### src/rtl/task_arb_pkg.sv
// Shared types and constants for the task answer arbiter: FSM state
// encoding, the abort marker word, header field layout and the size
// saturation helper used when building the first header word.
package task_arb_pkg;

  typedef enum logic [2:0] {
    IDLE,
    HDR_SIZE,
    HDR_LAT,
    PAYLOAD,
    ABORT
  } task_arb_state_e;

  localparam logic [31:0] ABORT_WORD = 32'hDEAD_BEEF;

  localparam int HDR_ID_MSB = 31;
  localparam int HDR_ID_LSB = 24;
  localparam int HDR_SIZE_W = 24;

  // Clamp a byte count to the header size field, saturating at all ones
  function automatic logic [HDR_SIZE_W-1:0] sat_size(input logic [31:0] size);
    logic [31:0] size_max;
    size_max = {{(32-HDR_SIZE_W){1'b0}}, {HDR_SIZE_W{1'b1}}};
    if (size > size_max) begin
      sat_size = size_max[HDR_SIZE_W-1:0];
    end else begin
      sat_size = size[HDR_SIZE_W-1:0];
    end
  endfunction

endpackage

### src/rtl/task_answer_arbiter_rr_picker.sv
// Circular priority encoder: returns the first requesting index found when
// scanning upward from rr_ptr and wrapping around at NUM_TASKS.
module rr_picker #(
  parameter  int NUM_TASKS = 4,
  localparam int ID_W      = $clog2(NUM_TASKS)
) (
  input  logic [NUM_TASKS-1:0] req,
  input  logic [ID_W-1:0]      rr_ptr,
  output logic                 found,
  output logic [ID_W-1:0]      idx
);

  // Walk the requesters starting at the pointer and keep the first hit
  always_comb begin
    int cand;
    logic [ID_W-1:0] cand_idx;
    found    = 1'b0;
    idx      = '0;
    cand     = 0;
    cand_idx = '0;
    for (int i = 0; i < NUM_TASKS; i++) begin
      cand     = (int'(rr_ptr) + i) % NUM_TASKS;
      cand_idx = cand[ID_W-1:0];
      if (!found && req[cand_idx]) begin
        found = 1'b1;
        idx   = cand_idx;
      end
    end
  end

endmodule

### src/rtl/task_answer_arbiter.sv
// Packet-atomic round-robin arbiter merging NUM_TASKS answer streams into one
// 32-bit stream. A granted task keeps the output until its last word (or a
// watchdog abort), so packets are never interleaved.
// Optional feature macro: TASK_ARB_HEADER_EN adds a two-word header
// ({id, saturated size} then latency) in front of every packet.
module task_answer_arbiter
  import task_arb_pkg::*;
#(
  parameter  int NUM_TASKS      = 4,
  parameter  int TIMEOUT_CYCLES = 1024,
  localparam int ID_W           = $clog2(NUM_TASKS)
) (
  input  logic                       i_clk,
  input  logic                       i_rst,
  input  logic [NUM_TASKS-1:0]       i_req_valid,
  input  logic [NUM_TASKS-1:0][31:0] i_req_data,
  input  logic [NUM_TASKS-1:0]       i_req_last,
  output logic [NUM_TASKS-1:0]       o_req_ready,
  input  logic [NUM_TASKS-1:0][31:0] i_req_size,
  input  logic [NUM_TASKS-1:0][31:0] i_req_lat,
  output logic [31:0]                o_data,
  output logic                       o_valid,
  output logic                       o_last,
  input  logic                       i_ready,
  output logic [ID_W-1:0]            o_grant_id,
  output logic                       o_busy,
  output logic                       o_timeout
);

  task_arb_state_e state;
  logic [ID_W-1:0] grant;
  logic [ID_W-1:0] rr_ptr;
  logic [ID_W-1:0] next_ptr;
  logic [31:0]     wd_cnt;
  logic [31:0]     wd_inc;
  logic            pick_found;
  logic [ID_W-1:0] pick_idx;
  logic            beat;

`ifdef TASK_ARB_HEADER_EN
  logic [31:0] size_q;
  logic [31:0] lat_q;
`else
  logic unused_hdr_inputs;
  assign unused_hdr_inputs = ^{i_req_size, i_req_lat};
`endif

  rr_picker #(
    .NUM_TASKS(NUM_TASKS)
  ) u_picker (
    .req   (i_req_valid),
    .rr_ptr(rr_ptr),
    .found (pick_found),
    .idx   (pick_idx)
  );

  assign next_ptr   = (grant == ID_W'(NUM_TASKS - 1)) ? '0 : grant + ID_W'(1);
  assign wd_inc     = (wd_cnt == '1) ? wd_cnt : wd_cnt + 32'd1;
  assign beat       = (state == PAYLOAD) && i_req_valid[grant] && i_ready;
  assign o_grant_id = grant;
  assign o_busy     = (state != IDLE);

  // Packet sequencing: grant, optional header, payload, watchdog abort
  always_ff @(posedge i_clk or posedge i_rst) begin
    if (i_rst) begin
      state     <= IDLE;
      grant     <= '0;
      rr_ptr    <= '0;
      wd_cnt    <= '0;
      o_timeout <= 1'b0;
`ifdef TASK_ARB_HEADER_EN
      size_q    <= '0;
      lat_q     <= '0;
`endif
    end else begin
      o_timeout <= 1'b0;
      case (state)
        IDLE: begin
          wd_cnt <= '0;
          if (pick_found) begin
            grant  <= pick_idx;
`ifdef TASK_ARB_HEADER_EN
            size_q <= i_req_size[pick_idx];
            lat_q  <= i_req_lat[pick_idx];
            state  <= HDR_SIZE;
`else
            state  <= PAYLOAD;
`endif
          end
        end
`ifdef TASK_ARB_HEADER_EN
        HDR_SIZE: begin
          if (i_ready) begin
            state <= HDR_LAT;
          end
        end
        HDR_LAT: begin
          if (i_ready) begin
            state  <= PAYLOAD;
            wd_cnt <= '0;
          end
        end
`endif
        PAYLOAD: begin
          if (beat) begin
            wd_cnt <= '0;
            if (i_req_last[grant]) begin
              state  <= IDLE;
              rr_ptr <= next_ptr;
            end
          end else if (!i_req_valid[grant]) begin
            wd_cnt <= wd_inc;
            if ((TIMEOUT_CYCLES != 0) && (wd_inc >= 32'(TIMEOUT_CYCLES))) begin
              state <= ABORT;
            end
          end
        end
        ABORT: begin
          if (i_ready) begin
            o_timeout <= 1'b1;
            state     <= IDLE;
            rr_ptr    <= next_ptr;
          end
        end
        default: state <= IDLE;
      endcase
    end
  end

  // Output mux: header words, granted task pass-through or abort marker
  always_comb begin
    o_valid     = 1'b0;
    o_data      = '0;
    o_last      = 1'b0;
    o_req_ready = '0;
    case (state)
`ifdef TASK_ARB_HEADER_EN
      HDR_SIZE: begin
        o_valid                           = 1'b1;
        o_data[HDR_ID_MSB:HDR_ID_LSB]     = {{(HDR_ID_MSB-HDR_ID_LSB+1-ID_W){1'b0}}, grant};
        o_data[HDR_SIZE_W-1:0]            = sat_size(size_q);
      end
      HDR_LAT: begin
        o_valid = 1'b1;
        o_data  = lat_q;
      end
`endif
      PAYLOAD: begin
        o_valid            = i_req_valid[grant];
        o_data             = i_req_data[grant];
        o_last             = i_req_last[grant];
        o_req_ready[grant] = i_ready;
      end
      ABORT: begin
        o_valid = 1'b1;
        o_data  = ABORT_WORD;
        o_last  = 1'b1;
      end
      default: begin
        o_valid = 1'b0;
      end
    endcase
  end

endmodule
### config.mk
export PLATFORM = sky130hd
export DESIGN_NAME = task_answer_arbiter
export DESIGN_NICKNAME = d
export VERILOG_FILES = /design/src/rtl/task_arb_pkg.sv /design/src/rtl/task_answer_arbiter_rr_picker.sv /design/src/rtl/task_answer_arbiter.sv
export SDC_FILE = /design/constraint.sdc
export NUM_CORES = 1
export LEC_CHECK = 0
export BUFFER_PORTS_ARGS = -buffer_cell sky130_fd_sc_hd__buf_2
export CORE_AREA = 3 3 168 170
export DETAILED_ROUTE_END_ITERATION = 8
export DIE_AREA = 0 0 171 173
export PLACE_DENSITY = 0.4
export SYNTH_ARGS = -nofsm -noshare
export SYNTH_HDL_FRONTEND = slang
export SYNTH_SLANG_ARGS = --single-unit
### constraint.sdc
create_clock -name i_clk -period 3.2 [get_ports i_clk]
set_input_delay 0.64 -clock i_clk [delete_from_list [all_inputs] [get_ports i_clk]]
set_output_delay 0.64 -clock i_clk [all_outputs]
set_load 0.03 [all_outputs]
== Yosys cells after proc, flatten, opt, wreduce, memory -nomap -nowiden ==
Cells that the tools add are included.

* Register bits: 40
* Input bits: 395
* Output and inout bits: 42
* Word-level logic and storage cells: 92

* $add $sub $neg: 5
* $lt $le $gt $ge: 7
* Equality and inequality tests: 11
* Mux-type cells: 46
* Bitwise logic cells: 1
* Reduce and logical (&&, ||, !) cells: 17

{| class="wikitable"
|+ Operators by type and width
! operator !! number
|-
| 2-to-1 mux 32 bit || 4
|-
| one-hot mux 32 bit (2 select lines) || 2
|-
| binary-select mux 32 bit (select 2 bit) || 1
|-
| adder 32 x 1 -> 32 bit (second input constant) || 1
|-
| equality test 32 bit (second input constant) || 1
|-
| >= comparator 32 x 11 -> 1 bit (second input constant) || 1
|-
| 2-to-1 mux 3 bit || 6
|-
| 2-to-1 mux 2 bit || 8
|-
| less-than comparator 2 x 3 -> 1 bit (second input constant) || 5
|-
| 2-to-1 mux 1 bit || 13
|-
| binary-select mux 1 bit (select 2 bit) || 6
|-
| one-hot mux 3 bit (3 select lines) || 1
|-
| logical AND 1 bit || 6
|-
| inequality test 2 bit (second input constant) || 3
|-
| inequality test 3 x 2 -> 1 bit (second input constant) || 2
|-
| AND reduction 5 bit || 1
|-
| adder 2 x 1 -> 2 bit (second input constant) || 2
|-
| adder 2 bit (second input constant) || 2
|-
| bitwise AND 4 bit || 1
|-
| 2-to-1 mux 4 bit || 1
|-
| one-hot mux 1 bit (2 select lines) || 2
|-
| one-hot mux 2 bit (2 select lines) || 1
|-
| AND reduction 2 bit || 2
|-
| AND reduction 4 bit || 1
|-
| 11 further kinds || 14
|}

== Logic depth before layout (Yosys ltp) ==
Gate-level depths: netlist of run 1.

* Depth after elaboration: 14
* Depth in mapped cells: 9
* Gate-level depth less buffers: 9

== By module ==
Synthesis of run 1 repeated with hierarchy kept, for this count alone.

* Cell total of the unflattened synthesis: 469
* Area, all modules: 4047.6 um2

{| class="wikitable"
|+ By module, submodules not included
! module !! times used !! cells an instance !! area an instance (um2) !! seq. area each (um2)
|-
| task_answer_arbiter || 1 || 454 || 3970.1 || 975.9
|-
| rr_picker || 1 || 15 || 77.6 || 0.0
|}

== Worst setup path before layout of run 1 ==
Ideal clock, no wire load.

* Path kind: register to output
* Start: register grant[0], in the netlist o_grant_id[0]
* End: output port o_data[14]
* Data arrival time: 2435 ps
* Data required time: 2560 ps
* Slack: 125 ps
* Cell stages (with the launch flop): 5
* Path buffers: 2
* Path through: dfrtp_1 clkbuf_1 buf_1 mux4_2 and3_1

* Longest elaborated chain between the ends: 3

{| class="wikitable"
|+ RTL lines
! what !! RTL line !! RTL
|-
| start, declared || task_answer_arbiter.sv:31 || <nowiki>logic [ID_W-1:0] grant;</nowiki>
|-
| start signal, assigned || task_answer_arbiter.sv:81 || <nowiki>grant <= pick_idx;</nowiki>
|-
| binary-select mux 32 bit (select 2 bit) || task_answer_arbiter.sv:150 || <nowiki>o_data = i_req_data[grant];</nowiki>
|-
| 2-to-1 mux 32 bit (not written as such) || task_answer_arbiter.sv:150 ||
|-
| one-hot mux 32 bit (2 select lines) || task_answer_arbiter.sv:136 || <nowiki>case (state)</nowiki>
|-
| end, declared || task_answer_arbiter.sv:21 || <nowiki>output logic [31:0] o_data,</nowiki>
|}

Every way passes these cells. The select of a mux whose other input is x is not followed.

== Final worst setup path of run 1 ==
* Start: register wd_cnt[17]
* End: register state[2]

* Longest elaborated chain between the ends: 5
* Elaborated cells between the ends (all ways): 6
* Classes of those cells: add/sub: 1; order compare: 1; eq/ne: 2; mux: 1; reduce/logical: 1

{| class="wikitable"
|+ RTL lines
! what !! RTL line !! RTL
|-
| start, declared || task_answer_arbiter.sv:34 || <nowiki>logic [31:0] wd_cnt;</nowiki>
|-
| start signal, assigned || task_answer_arbiter.sv:112 || <nowiki>wd_cnt <= wd_inc;</nowiki>
|-
| adder 32 x 1 -> 32 bit / equality test 32 bit (equally long branches) || task_answer_arbiter.sv:58 || <nowiki>assign wd_inc = (wd_cnt == '1) ? wd_cnt : wd_cnt + 32'd1;</nowiki>
|-
| 2-to-1 mux 32 bit (*) || task_answer_arbiter.sv:58 ||
|-
| >= comparator 32 x 11 -> 1 bit (*) || task_answer_arbiter.sv:113 || <nowiki>if ((TIMEOUT_CYCLES != 0) && (wd_inc >= 32'(TIMEOUT_CYCLES))) begin</nowiki>
|-
| inequality test 3 x 2 -> 1 bit (no line) (*) || -- ||
|-
| AND reduction 5 bit (no line) (*) || -- ||
|-
| end signal, assigned || task_answer_arbiter.sv:66 || <nowiki>state <= IDLE;</nowiki>
|-
| end signal, assigned || task_answer_arbiter.sv:114 || <nowiki>state <= ABORT;</nowiki>
|-
| end signal, assigned || task_answer_arbiter.sv:121 || <nowiki>state <= IDLE;</nowiki>
|-
| end, declared || task_answer_arbiter.sv:30 || <nowiki>task_arb_state_e state;</nowiki>
|}

Every way passes the cells marked *; elsewhere a longest branch is shown, timed or not.
A chain may end at the register's enable or synchronous reset.

==> flow_metrics.tcl, run 1 <==
set metrics [dict create \
    synth.top_cells.by_area "dfrtp_1 (25%), mux4_2 (20%), nand2_1 (8.1%)" \
    placed_cells 992 \
    worst_ep_required_time_ps 3380 \
    p_comb_share_pct 69.1 \
    seqPwrFrac_pct 14.7 \
    p_int_mw 1.96 \
    cp.arrival_ps 3130 \
    ios 437 \
    cts-resized-gates 0 \
    dpl_cell_area_um2 5410 \
    setup_viol 0 \
    tightest_slew_ps 663 \
    syn_nets 858 \
    antenna_found_initial 4 \
    wl_um 18400 \
    fmax_ghz 0.338 \
    clk_latency_ps 290 \
    synth_top_area_share_pct 25.4 \
    cp-start-kind "register" \
    layout.nets 1061 \
    grt_max_degree 40 \
    area_growth_pct 46.4 \
    rr_worst_depth 8 \
    cts_setup_buffers 0 \
    synthDistinctLibCells 52 \
    tns_ps 0 \
    ff2ff_setup_slack_ps 240 \
    cp_slowest_stage_delay_ps 470 \
    cp_max_fo 7 \
    core_area_um2 26900 \
    ys_ff_latch 39 \
    relSlewSlack_pct 55.8 \
    first_iter_violations 318 \
    clk_pin_slew_ps 70 \
    h-tree-depth 2 \
    synth_warnings 0 \
    post-route-drc-count 0 \
    drv_slew 0 \
    post-route-period-util_pct 92.4 \
    p_per_area_nw_per_um2 743 \
    dpl.hpwl_um 15300 \
    drt-pass1-iter-count 5 \
    clockPowerShare_pct 16.2 \
    drive_gt1_share_pct 42.3 \
    cts_buffers 5 \
    start_util_pct 14.3 \
    rsz0062_at_grt "no" \
    grt_pass1_wl_um 27400 \
    cts_root_buf "clkbuf_16" \
    finalHoldViolations 0 \
    ir_drop_uv 283 \
    endpoint_kind "register" \
    worstReg2RegEnd "state[2]" \
    grt_pass1_vias 4454 \
    outcome "complete, no violations" \
    wl_per_cell_um 18.3 \
    ys_async_sr_fraction_pct 100 \
    nFillCells 3045 \
    synth_area_um2 3840 \
    path_class "register to register" \
    hold_class "input port to async pin" \
    routed-via-count 4430 \
    synth-edff-count 0 \
    synth_cells 455 \
    vias_per_cell 4.42 \
    overflow 0 \
    dieArea_um2 29600 \
    reg2reg_from "wd_cnt[17]" \
    portBuffers 180 \
    clockBufferDepth 2 \
    synth-seq-area-share_pct 25.4 \
    power_mw 4.17 \
    cp_cell_sequence "nand3_1 -> or3_4 -> o311ai_2 -> nor2_2 -> or3_1 -> a2111oi_2 -> a31oi_1 -> mux2_1" \
    leakage_nw 2.58 \
    timing.max_cap.violations 0 \
    instances_no_fill 1003 \
    cts_sinks 39 \
    cts_hold_buf 0 \
    row_count 60 \
    grtUsageTotal_pct 12.3 \
    ys.flop_type "dfrtp_1" \
    p_sw_mw 2.22 \
    avgSynthCellArea_um2 8.43 \
    drtAntennaViolNets 0 \
    clock_skew_ps 8.16 \
    final_area_um2 5620 \
    die_h_um 173 \
    place_congestion 0.859 \
    p_sw_share_pct 53.1 \
    slowest_stage "or3_4" \
    yosysTopAreaCell "dfrtp_1" \
    die_w_um 171 \
    fin_crit_ps 2960 \
    cts_tree "yes" \
]
## critical path, delay by kind of cell (launching register included)
family,cells,cell delay (ps)
compound gates,3,930
simple gates,4,1140
flops,1,440
mux,1,330
## layer usage
layer  vias to the layer above  share of wire [%]  GRT usage, %
met5                         -                  0             0
met4                         0               0.68          1.68
met3                         7                7.3          2.38
met2                       206                 43          18.7
met1                      2092                 49          18.3
li1                       2125                  -             -
## registers in the layout (all words and copies together) (netlist names)
name        cells
o_grant_id      2
o_timeout       1
rr_ptr          2
state           2
wd_cnt         32
## worst max path at each step
stage,startpoint,endpoint,slack (ps),cells after the start
after global routing,wd_cnt[9],state[2],70,9
after global placement,wd_cnt[0],state[2],220,10
after CTS,wd_cnt[4],state[2],160,9
after floorplan,o_grant_id[0],o_data[14],120,4
after detailed placement,wd_cnt[0],state[2],180,10
final,wd_cnt[17],state[2],240,8
## metrics by stage
step	hold WS (ps)	setup slack (ps)	util [%]
after floorplan	485	125	-
after global placement	520	217	20.1
after detailed placement	521	180	20.1
after CTS	536	163	20.8
after global routing	573	69.1	20.9
final	499	244	20.9
## cell usage after synthesis, types with 5 or more instances
library cell,count
nor2_1,17
nand2_1,83
nor3_1,8
buf_1,8
mux4_2,34
a21oi_1,15
inv_1,14
nand4_1,11
clkbuf_1,21
nand3_1,50
and3_1,18
xnor2_1,10
o21ai_0,43
ha_1,8
dfrtp_1,39
o31ai_1,11
nor4_1,5
## layout make-up
type | count | area, um^2 | share of cell area [%]
tap | 341 | 427 | 7.60
timing repair buffer | 226 | 1260 | 22.4
inverter | 14 | 52.6 | 0.936
multi-input combinational | 372 | 2700 | 48.1
clock buffer | 5 | 125 | 2.23
clock inverter | 3 | 67.6 | 1.20
sequential | 39 | 977 | 17.4
antenna | 3 | 7.51 | 0.134
## placed cells by master (no fill, tap or decap), types with 8 or more instances in the layout
cell type,Yosys,routed
buf_2,1,180
nand2_1,83,83
nand3_1,50,50
buf_4,0,45
o21ai_0,43,43
dfrtp_1,39,38
mux4_2,34,34
and3_1,18,18
nor2_1,17,17
a21oi_1,15,15
inv_1,14,14
o31ai_1,11,11
nand4_1,11,11
xnor2_1,10,10
nor3_1,8,8
ha_1,8,8
## cell families after synthesis
family / Yosys count / synth area share, %
flip-flops: 39 / 25.4
buffers and inverters: 44 / 4.34
multiplexers: 38 / 21.1
AND/OR/NAND/NOR: 217 / 28.0
XOR/XNOR: 14 / 3.20
AO/OA/AOI/OAI: 95 / 15.3
adder cells (fa/ha/maj): 8 / 2.61
## power by group through the flow
stage          sequential, mW  clock, mW  combinational [mW]
2_1_floorplan           0.618          0                1.86
5_1_grt                 0.626      0.714                3.13
3_5_place_dp            0.620          0                2.93
6_report                0.613      0.678                2.88
4_1_cts                 0.613      0.690                2.93
3_3_place_gp            0.624          0                2.93
No activity file was read; power rests on OpenSTA's default activity.
==> run 2: changes to the inputs <==
--- a/config.mk
+++ b/config.mk
@@ -9,7 +9,6 @@
 export CORE_AREA = 3 3 168 170
 export DETAILED_ROUTE_END_ITERATION = 8
 export DIE_AREA = 0 0 171 173
-export PLACE_DENSITY = 0.4
 export SYNTH_ARGS = -nofsm -noshare
 export SYNTH_HDL_FRONTEND = slang
 export SYNTH_SLANG_ARGS = --single-unit
==> flow_metrics.tcl, run 2 (same netlist as run 1, synthesis figures left out) <==
set metrics [dict create \
    path_class "register to register" \
    first_iter_violations 262 \
    placed_cells 966 \
    final_common_cell "buf_2" \
    instances_no_fill 975 \
    worstReg2RegEnd "state[2]" \
    p_per_area_nw_per_um2 756 \
    worst_ep_required_time_ps 3380 \
    antenna_found_initial 7 \
    largest_reg_flops 32 \
    cp_max_fo 6 \
    drtAntennaViolNets 0 \
    finalHoldViolations 0 \
    hold_class "input port to async pin" \
    clock_skew_ps 7.15 \
    fin_crit_ps 3010 \
    h-tree-depth 2 \
    clockBufferDepth 2 \
    tns_ps 0 \
    cts_sinks 39 \
    cts_setup_buffers 0 \
    outcome "complete, no violations" \
    cp_num_buf_inv 0 \
    cts_root_buf "clkbuf_16" \
    drt-pass1-iter-count 5 \
    row_count 60 \
    cts-resized-gates 0 \
    die_h_um 173 \
    timing.max_cap.violations 0 \
    leakage_nw 2.46 \
    relSlewSlack_pct 63.0 \
    drv_slew 0 \
    routed-via-count 4357 \
    slowest_stage "or3_4" \
    clk_latency_ps 290 \
    layout.nets 1035 \
    post-route-period-util_pct 93.9 \
    grt_pass1_wl_um 25300 \
    final_cell_mix "buf_2 (180), nand2_1 (82), nand3_1 (50)" \
    grtUsageTotal_pct 11.2 \
    post-route-drc-count 0 \
    die_w_um 171 \
    wl_um 16800 \
    drive_gt1_share_pct 40.0 \
    rr_worst_depth 8 \
    wl_per_cell_um 17.3 \
    setup_viol 0 \
    core_area_um2 26900 \
    cp.arrival_ps 3180 \
    fmax_ghz 0.333 \
    cp_slowest_stage_delay_ps 490 \
    reg2reg_from "wd_cnt[24]" \
    grt_pass1_vias 4317 \
    endpoint_kind "register" \
    cts_tree "yes" \
    ff2ff_setup_slack_ps 190 \
    post-route-util_pct 20.2 \
    vias_per_cell 4.47 \
    cts_hold_buf 0 \
    overflow 0 \
    place_congestion 0.869 \
    grt_max_degree 40 \
    rsz0062_at_grt "no" \
    area_growth_pct 41.6 \
    clk_pin_slew_ps 70 \
    largest_register "wd_cnt" \
    nFillCells 3054 \
    cp_cell_sequence "nand4_2 -> or3_4 -> o311ai_2 -> nor2_2 -> or3_1 -> a2111oi_2 -> a31oi_1 -> mux2_1" \
    dieArea_um2 29600 \
    crit_family "simple AND/OR/NAND/NOR gates" \
    ios 437 \
    start_util_pct 14.3 \
    portBuffers 180 \
    tightest_slew_ps 554 \
    cts_buffers 5 \
    ir_drop_uv 319 \
    cp-start-kind "register" \
    dpl.hpwl_um 14200 \
]
-- run 2: cell count changes in the layout (fill, tap and decap cells not counted), sizes merged --
| cell | previous run | this run |
|---|---|---|
| buf | 226 | 200 |
| diode | 3 | 1 |
-- run 2: worst max path at each step --
| stage | start | endpoint | slack, ps | cells after the start |
|---|---|---|---|---|
| after detailed placement | wd_cnt[0] | state[2] | 200 | 9 |
| after CTS | state[2] | o_valid | 100 | 5 |
| final | wd_cnt[24] | state[2] | 190 | 8 |
| after global placement | wd_cnt[0] | state[2] | 230 | 9 |
| after floorplan | o_grant_id[0] | o_data[14] | 120 | 4 |
| after global routing | wd_cnt[0] | state[2] | 30 | 9 |
-- run 2: routing by layer --
metal | track usage (%) | vias up | part of all wire [%]
li1 | - | 2079 | -
met1 | 16.3 | 2038 | 48
met2 | 16.7 | 219 | 42
met3 | 2.08 | 21 | 7.0
met4 | 3.86 | 0 | 2.9
met5 | 0 | - | 0
-- run 2: stage by stage --
step           cell area, um^2  setup WS [ps]  total power [mW]  hold WS (ps)
6_report                  5430            194              4.11           506
5_1_grt                   5430           32.3              4.39           558
4_1_cts                   5420            101              4.16           538
3_5_place_dp              5230            202              3.48           522
3_3_place_gp              5230            227              3.46           512
2_1_floorplan             3840            125              2.48           485
-- run 2: layout make-up --
cell class / count / area (um^2) / share of cell area [%]
Tap cell: 341 / 427 / 7.86
Antenna cell: 1 / 2.50 / 0.0461
Multi-Input combinational cell: 372 / 2700 / 49.8
Timing Repair Buffer: 200 / 1080 / 19.8
Clock buffer: 5 / 125 / 2.30
Clock inverter: 3 / 67.6 / 1.24
Sequential cell: 39 / 977 / 18.0
Inverter: 14 / 52.6 / 0.968
-- run 2: power breakdown --
part,internal [mW],leakage (nW),total (mW),switching [mW]
logic,0.968,1.84,2.83,1.86
registers,0.545,0.533,0.605,0.0601
clock network,0.447,0.0900,0.669,0.222
-- run 2: worst reg2reg max path: stages (launching register included) --
cell and delay [ps]:
dfrtp_1 470, nand4_2 220, or3_4 490, o311ai_2 420, nor2_2 110, or3_1 350
a2111oi_2 310, a31oi_1 180, mux2_1 340
==> run 3: changes to the inputs <==
--- a/config.mk
+++ b/config.mk
@@ -9,6 +9,7 @@
 export CORE_AREA = 3 3 168 170
 export DETAILED_ROUTE_END_ITERATION = 8
 export DIE_AREA = 0 0 171 173
+export GPL_ROUTABILITY_DRIVEN = 0
 export SYNTH_ARGS = -nofsm -noshare
 export SYNTH_HDL_FRONTEND = slang
 export SYNTH_SLANG_ARGS = --single-unit
==> constraint.sdc (replaced) <==
create_clock -name i_clk -period 3 [get_ports i_clk]
set_input_delay 0.6 -clock i_clk [delete_from_list [all_inputs] [get_ports i_clk]]
set_output_delay 0.6 -clock i_clk [all_outputs]
set_load 0.03 [all_outputs]
==> flow_metrics.tcl, run 3 (same netlist as run 1, synthesis figures left out) <==
set metrics [dict create \
    power_mw 4.22 \
    cp_slowest_stage_delay_ps 500 \
    cp_num_cells 9 \
    p_per_area_nw_per_um2 741 \
    clk_pin_slew_ps 60 \
    final_common_cell "buf_2" \
    clockBufferDepth 2 \
    vias_per_cell 4.46 \
    setup_viol 0 \
    post-route-period-util_pct 95.9 \
    worst_slack_ps 122 \
    crit_family "compound AO/OA/AOI/OAI gates" \
    largest_register "wd_cnt" \
    post-route-drc-count 0 \
    grt_max_degree 47 \
    cts_hold_buf 0 \
    cp.arrival_ps 3040 \
    endpoint_kind "register" \
    die_w_um 171 \
    cp_num_buf_inv 1 \
    drt-pass1-iter-count 5 \
    hold_class "input port to async pin" \
    nFillCells 2997 \
    wl_per_cell_um 16.8 \
    drv_slew 0 \
    final_cell_mix "buf_2 (180), nand2_1 (83), buf_4 (55)" \
    cp_cell_sequence "nand4_1 -> or4_4 -> buf_4 -> a211o_1 -> a211oi_2 -> o22ai_2 -> a2111oi_4 -> a31oi_2 -> mux2_1" \
    antenna_found_initial 2 \
    cts_tree "yes" \
    portBuffers 180 \
    fmax_ghz 0.347 \
    finalHoldViolations 0 \
    row_count 60 \
    ff_latch_area_um2 980 \
    ios 437 \
    clk_latency_ps 280 \
    cts_root_buf "clkbuf_16" \
    leakage_nw 2.61 \
    drtAntennaViolNets 0 \
    fin_crit_ps 2880 \
    cp-start-kind "register" \
    first_iter_violations 287 \
    timing.max_cap.violations 0 \
    worst_ep_required_time_ps 3160 \
    overflow 0 \
    relSlewSlack_pct 62.1 \
    layout.nets 1071 \
    start_util_pct 14.3 \
    path_class "register to register" \
    largest_reg_flops 32 \
    post-place-ws_ps 84.5 \
    grt_pass1_wl_um 26000 \
    grtUsageTotal_pct 11.4 \
    multiInputGateArea_um2 2760 \
    slowest_stage "or4_4" \
    clock_skew_ps 3.36 \
    diodes 0 \
    die_h_um 173 \
    outcome "complete, no violations" \
    routed-via-count 4509 \
    cp_max_fo 5 \
    core_area_um2 26900 \
    h-tree-depth 2 \
    rr_worst_depth 9 \
    grt_pass1_vias 4459 \
    cts_sinks 39 \
    ir_drop_uv 245 \
    drive_gt1_share_pct 44.2 \
    cts_buffers 5 \
    area_growth_pct 48.4 \
    dieArea_um2 29600 \
    dpl.hpwl_um 14200 \
    wl_um 17000 \
    tightest_slew_ps 567 \
]
[run 3: per-stage QoR]
| stage | area (um^2) | setup TNS, ps | std cells | hold slack (ps) | utilization (%) |
|---|---|---|---|---|---|
| 2_1_floorplan | 3840 | 0 | 455 | 485 | - |
| 3_3_place_gp | 5460 | 0 | 999 | 514 | 20.3 |
| 3_5_place_dp | 5460 | 0 | 999 | 519 | 20.3 |
| 4_1_cts | 5600 | 0 | 1007 | 487 | 20.8 |
| 5_1_grt | 5690 | -33.9 | 1010 | 530 | 21.2 |
| 6_report | 5690 | 0 | 1010 | 460 | 21.2 |
[run 3: power by group]
group,total (mW),internal (mW),switching [mW]
combinational,3.07,1.04,2.03
clock,0.521,0.308,0.213
sequential,0.627,0.582,0.0446
total,4.22,1.93,2.29
[run 3: final cells by class]
cell class / instances / area share [%]
multi-input combinational: 372 / 48.5
timing repair buffer: 236 / 23.4
sequential: 39 / 17.2
tap: 341 / 7.50
clock buffer: 7 / 2.33
inverter: 14 / 0.923
clock inverter: 1 / 0.0879
[run 3: worst paths after layout]
| check | start | to | slack [ps] |
|---|---|---|---|
| min in group i_clk | state[2] | state[2] | 530 |
| min reg2reg | state[2] | state[2] | 530 |
| max in group asynchronous | i_rst | o_grant_id[0] | 2130 |
| max | wd_cnt[12] | state[2] | 120 |
| max reg2reg | wd_cnt[12] | state[2] | 120 |
| min | i_rst | o_timeout | 460 |
[run 3: tightest hold or removal path: stages]
cell	delay, ps
buf_2	90
inv_1	50
buf_4	450
[run 3: repair_timing]
item                                    CTS  global route
gates resized for setup                   0            12
endpoints found under the setup margin    0             2
buffers inserted                          0             3
[run 3: metal layers]
metal | part of all wire (%) | vias up | routed length, um | global-route usage, %
met4 | 2.0 | 0 | 337 | 2.75
met2 | 43 | 222 | 7320 | 17.2
met1 | 48 | 2127 | 8210 | 16.8
li1 | - | 2146 | - | -
met5 | 0 | - | 0 | 0
met3 | 6.7 | 14 | 1140 | 1.81
